`src/rtl/calc_pkg.sv`:
```
`default_nettype none
// ============================================================================
// Module : calc_pkg
// Shared state encoding and sizing helper for the calculator arithmetic units.
// Rev    : 1.0
// ============================================================================
package calc_pkg;

    typedef enum logic [2:0] {
        START     = 3'b000,
        CHECK     = 3'b001,
        ADD       = 3'b010,
        SHIFT_DEC = 3'b011,
        CHECK_Z   = 3'b100,
        END       = 3'b101
    } state_t;

    // Counter must hold the value WIDTH itself, hence WIDTH+1 codes.
    function automatic int cnt_width(input int w);
        return $clog2(w + 1);
    endfunction

endpackage
`default_nettype wire

```
`src/rtl/control_cuadrado.sv`:
```
`default_nettype none
// ============================================================================
// Module : control_cuadrado
// Control FSM of the shift-and-add squarer; strobes are Moore-registered.
// Rev    : 1.0
// ============================================================================
module control_cuadrado
    import calc_pkg::*;
(
    input  logic clk,
    input  logic rst_n,
    input  logic init,
    input  logic mr0,
    input  logic z,
    output logic ld,
    output logic add,
    output logic sh,
    output logic done,
    output logic busy
);

    state_t state;
    state_t nxt;

    function automatic state_t next_of(input state_t s, input logic i,
                                       input logic m, input logic zz);
        case (s)
            START:     return i  ? CHECK : START;
            CHECK:     return m  ? ADD   : SHIFT_DEC;
            ADD:       return SHIFT_DEC;
            SHIFT_DEC: return CHECK_Z;
            CHECK_Z:   return zz ? END   : CHECK;
            END:       return i  ? END   : START;
            default:   return START;
        endcase
    endfunction

    assign nxt = next_of(state, init, mr0, z);

    // Load is the only strobe that must act in the same cycle INIT is seen.
    assign ld = (state == START) && init;

    always_ff @(posedge clk or negedge rst_n) begin
        if (!rst_n) begin
            state <= START;
            add   <= 1'b0;
            sh    <= 1'b0;
            done  <= 1'b0;
            busy  <= 1'b0;
        end else begin
            state <= nxt;
            add   <= (nxt == ADD);
            sh    <= (nxt == SHIFT_DEC);
            done  <= (nxt == END);
            busy  <= (nxt != START) && (nxt != END);
        end
    end

endmodule
`default_nettype wire

```
`src/rtl/cuadrado_seq.sv`:
```
`default_nettype none
// ============================================================================
// Module : cuadrado_seq
// Sequential unsigned squarer, pp = a*a, one multiplier bit per iteration.
// Rev    : 1.0
// ============================================================================
module cuadrado_seq
    import calc_pkg::*;
#(
    parameter int WIDTH = 8
) (
    input  logic                 clk,
    input  logic                 rst_n,
    input  logic                 init,
    input  logic [WIDTH-1:0]     a,
    output logic [2*WIDTH-1:0]   pp,
    output logic                 done,
    output logic                 busy
);

    localparam int CW = cnt_width(WIDTH);

    generate
        if (WIDTH < 2 || WIDTH > 16) begin : g_bad_width
            $error("cuadrado_seq: WIDTH must be in 2..16");
        end
    endgenerate

    logic [2*WIDTH-1:0] md;
    logic [WIDTH-1:0]   mr;
    logic [2*WIDTH-1:0] acc;
    logic [CW-1:0]      cnt;

    logic ld;
    logic add_s;
    logic sh_s;
    logic mr0;
    logic z;

    assign mr0 = mr[0];
    assign z   = (cnt == '0);
    assign pp  = acc;

    control_cuadrado u_ctrl (
        .clk   (clk),
        .rst_n (rst_n),
        .init  (init),
        .mr0   (mr0),
        .z     (z),
        .ld    (ld),
        .add   (add_s),
        .sh    (sh_s),
        .done  (done),
        .busy  (busy)
    );

    always_ff @(posedge clk or negedge rst_n) begin
        if (!rst_n) begin
            md  <= '0;
            mr  <= '0;
            acc <= '0;
            cnt <= '0;
        end else if (ld) begin
            md  <= {{WIDTH{1'b0}}, a};
            mr  <= a;
            acc <= '0;
            cnt <= CW'(WIDTH);
        end else begin
            // A square never exceeds 2*WIDTH bits, so the wrap is never taken.
            if (add_s) begin
                acc <= acc + md;
            end
            if (sh_s) begin
                md  <= md << 1;
                mr  <= mr >> 1;
                cnt <= cnt - CW'(1);
            end
        end
    end

endmodule
`default_nettype wire
```
`config.mk`:
```
export PLATFORM = sky130hd
export DESIGN_NAME = cuadrado_seq
export DESIGN_NICKNAME = d
export VERILOG_FILES = /design/src/rtl/calc_pkg.sv /design/src/rtl/control_cuadrado.sv /design/src/rtl/cuadrado_seq.sv
export SDC_FILE = /design/constraint.sdc
export NUM_CORES = 1
export LEC_CHECK = 0
export ABC_CLOCK_PERIOD_IN_PS = 2300
export BUFFER_PORTS_ARGS = -buffer_cell sky130_fd_sc_hd__buf_2
export CAP_MARGIN = 10
export CELL_PAD_IN_SITES_DETAIL_PLACEMENT = 0
export CELL_PAD_IN_SITES_GLOBAL_PLACEMENT = 2
export CORE_UTILIZATION = 38
export CTS_CLUSTER_SIZE = 28
export DETAILED_ROUTE_END_ITERATION = 6
export PLACE_DENSITY = 0.83
export REMOVE_ABC_BUFFERS = 1
export SKIP_LAST_GASP = 1
export SYNTH_ARGS = -nofsm -noshare
export SYNTH_HDL_FRONTEND = slang
export SYNTH_SLANG_ARGS = --single-unit
export TNS_END_PERCENT = 10
```
`constraint.sdc`:
```
create_clock -name clk -period 2.3 [get_ports clk]
set_input_delay 0.345 -clock clk [delete_from_list [all_inputs] [get_ports clk]]
set_output_delay 0.345 -clock clk [all_outputs]
set_load 0.005 [all_outputs]
```
==> out/qor.csv <==
metric,value,unit
total die area,0.007894,sq mm
Cell Count Post-Placement,403,
Most used DFF post-synth,dfrtp_1,
die span in x,88.85,um
P&R area growth vs syn,13.92,%
"Setup Fix Bufs, Post-CTS",0,
Hold Path Class,primary input to asynchronous set/reset pin,
sequential area share after synthesis,0.4452,
leakage,0.001486,uW
drt wl/cell,13.84,um
status,"complete, no violations",
pwr dens,1526,mW/mm^2
"top cells by area, synth","dfrtp_1 (45%), mux2i_1 (11%), ha_1 (7.0%), nor2_1 (4.7%), a21oi_1 (4.4%)",
share of post-route cells with drive strength above 1,0.1795,
initial antenna violation count,0,
CTS Buf Count,5,
Initial Utilization,0.3952,
post-CTS sizing,0,
DP HPWL,4268,um
residual DRC count,0,
Async SR Flop Fraction,1.000,
total number of yosys warnings,0,
kind of critical path,register to register,
Critical Path AT,2.30,ns
Synth area leader,dfrtp_1,
cells after synthesis,282,
synthesized area,0.002866,sq mm
top-count cell post-synth,dfrtp_1,
Final Non-Filler Cells,411,
Fin Clk Skew,0.005281,ns
Total GRT Usage,0.1608,
max_slew headroom,0.5421,
Root Buffer,clkbuf_8,
fin crit share,0.9253,
via density per instance,4.990,
CP Launch Type,register,
Clock Pin Slew Worst Setup and Hold Paths,0.10,ns
final setup violating endpoints,0,
pin count of the biggest net entering global routing,32,
vias in the first global route,1990,
fin. max-slew vios,0,
Post-synth top cells,"dfrtp_1 (51), nor2_1 (36), mux2i_1 (31), a21oi_1 (25), ha_1 (16)",
final hold vios,0,
synthesized area per cell,10.16,sq um
DR vias,2051,
setup_tns,0,ns
grt total ovfl,0,
Final Util,0.4502,
worst-margin pin slew,0.6869,ns
Yosys cell types,46,
post-layout min period,2.128,ns
worst skew pair latency,0.30,ns
TritonRoute pass-1 iters,4,
cts-stage hold buffer count,0,
Post-synth EDFFs,0,
Final GP Congestion,0.7525,
register bit total from synthesis,51,
CTS HTree Levels,2,
DRT iter0 DRCs,91,
CTS tree,yes,
area fraction of the dominant cell type after synthesis,0.4452,
data required time of the worst path,2.48,ns
nets@finish,339,
critical path endpoint category,register,
fmax,469.9,MHz
FP Rows,31,
Port Buf Inserts,28,
Clock Tree Buf Depth,2,
post-route ant nets,0,
first-pass GRT wire length,9763,um
Die H,88.85,um
crit-path max FO,4,
core area,0.007253,sq mm
RSZ-0062 raised after global routing,false,
DRT Wirelength,5688,um
max_cap viols,0,
n_diodes,0,
I/O Pins,29,
Max IR drop VDD,0.0004586,V
Layout fillers,714,
Clock Sinks,51,
[routing by layer]
layer / share of wire / GRT usage / routed length [um] / vias up
met5: 0 / 0 / 0 / -
li1: - / - / - / 1060
met3: 0.021 / 0.02799 / 119 / 7
met4: 0.0098 / 0.03959 / 56 / 0
met2: 0.47 / 0.2580 / 2662 / 22
met1: 0.50 / 0.2254 / 2850 / 962
[state kept, by name, summed over array words and instances, names as in the netlist]
| signal | count |
|---|---|
| u_ctrl.sh | 1 |
| pp | 16 |
| u_ctrl.add | 1 |
| u_ctrl.done | 1 |
| cnt | 4 |
| mr | 8 |
| u_ctrl.state | 3 |
| md | 16 |
| u_ctrl.busy | 1 |
[report_power, final]
| part | switching (uW) | internal, uW | total, uW | leakage, uW |
|---|---|---|---|---|
| registers | 399 | 1310 | 1710 | 0.000628 |
| clock network | 311 | 328 | 639 | 0.0000548 |
| logic | 1360 | 1280 | 2640 | 0.000803 |
[placed cells by master, fill, tap and decap left out, types with 2 or more instances in the layout]
| cell | Yosys | layout |
|---|---|---|
| dfrtp_1 | 51 | 51 |
| nor2_1 | 36 | 36 |
| mux2i_1 | 31 | 31 |
| buf_2 | 5 | 28 |
| a21oi_1 | 25 | 24 |
| ha_1 | 16 | 15 |
| nand2_1 | 14 | 14 |
| o21ai_0 | 11 | 11 |
| xnor2_1 | 10 | 10 |
| inv_1 | 8 | 8 |
| buf_4 | 0 | 7 |
| nor3_1 | 5 | 5 |
| nor2b_1 | 5 | 5 |
| xor2_1 | 5 | 5 |
| clkbuf_8 | 0 | 5 |
| nand3_1 | 4 | 4 |
| o21a_1 | 4 | 4 |
| a21o_1 | 3 | 3 |
| and2_1 | 3 | 3 |
| a211oi_1 | 3 | 3 |
| nand3b_1 | 3 | 3 |
| nand2b_1 | 2 | 2 |
| nor3b_1 | 2 | 2 |
| nand4_1 | 2 | 2 |
| a21oi_2 | 1 | 2 |
| o31a_1 | 2 | 2 |
| or3_1 | 2 | 2 |
| a31oi_1 | 2 | 2 |
[worst paths after layout]
path / from / to / slack (ns) / cells after the start
worst min register to register: mr[7] / mr[7] / 0.53 / 2
worst min-delay path: rst_n / pp[0] / 0.07 / 1
min in group clk: a[0] / md[0] / 0.25 / 3
worst max-delay path: pp[0] / pp[14] / 0.17 / 10
max in group asynchronous: rst_n / md[11] / 1.59 / 2
worst max register to register: pp[0] / pp[14] / 0.17 / 10
[worst max-delay path, stage by stage, from the launching register on]
cell	delay (ns)
dfrtp_1	0.40
ha_1	0.21
inv_1	0.07
fa_1	0.20
nor2b_1	0.06
o31a_1	0.26
o21ai_2	0.16
a21oi_2	0.10
o32ai_2	0.28
xor2_1	0.17
a21oi_1	0.08
[stage by stage]
stage                     worst slack (ns)  total power, uW  instance area [sq um]  hold slack, ns
final                               0.1718             4983                   3266         0.07075
after global routing             0.0002214             5503                   3266          0.1213
after CTS                           0.1561             5034                   3259         0.08920
after detailed placement            0.1616             4372                   3144          0.4302
after global placement              0.1967             4353                   3144          0.4273
after floorplan                     0.2766             3678                   2808         0.04941
[final cells by class]
type	instances	area (sq um)	share of cell area
multi-input combinational	209	1508	0.4617
sequential	51	1276	0.3908
timing repair buffer	36	212.7	0.06513
tap	99	123.9	0.03793
clock buffer	5	68.82	0.02107
clock inverter	3	46.29	0.01418
inverter	8	30.03	0.009195
[logic make-up after synthesis]
| family | share of synthesized area |
|---|---|
| and+or+nand+nor | 0.1366 |
| AOI/OAI and AO/OA | 0.1523 |
| DFF | 0.4452 |
| muxes | 0.1122 |
| buffers and inverters | 0.03099 |
| adders and majority gates | 0.07682 |
| xor gates and xnor gates | 0.04583 |
No activity file was read; power rests on OpenSTA's default activity.
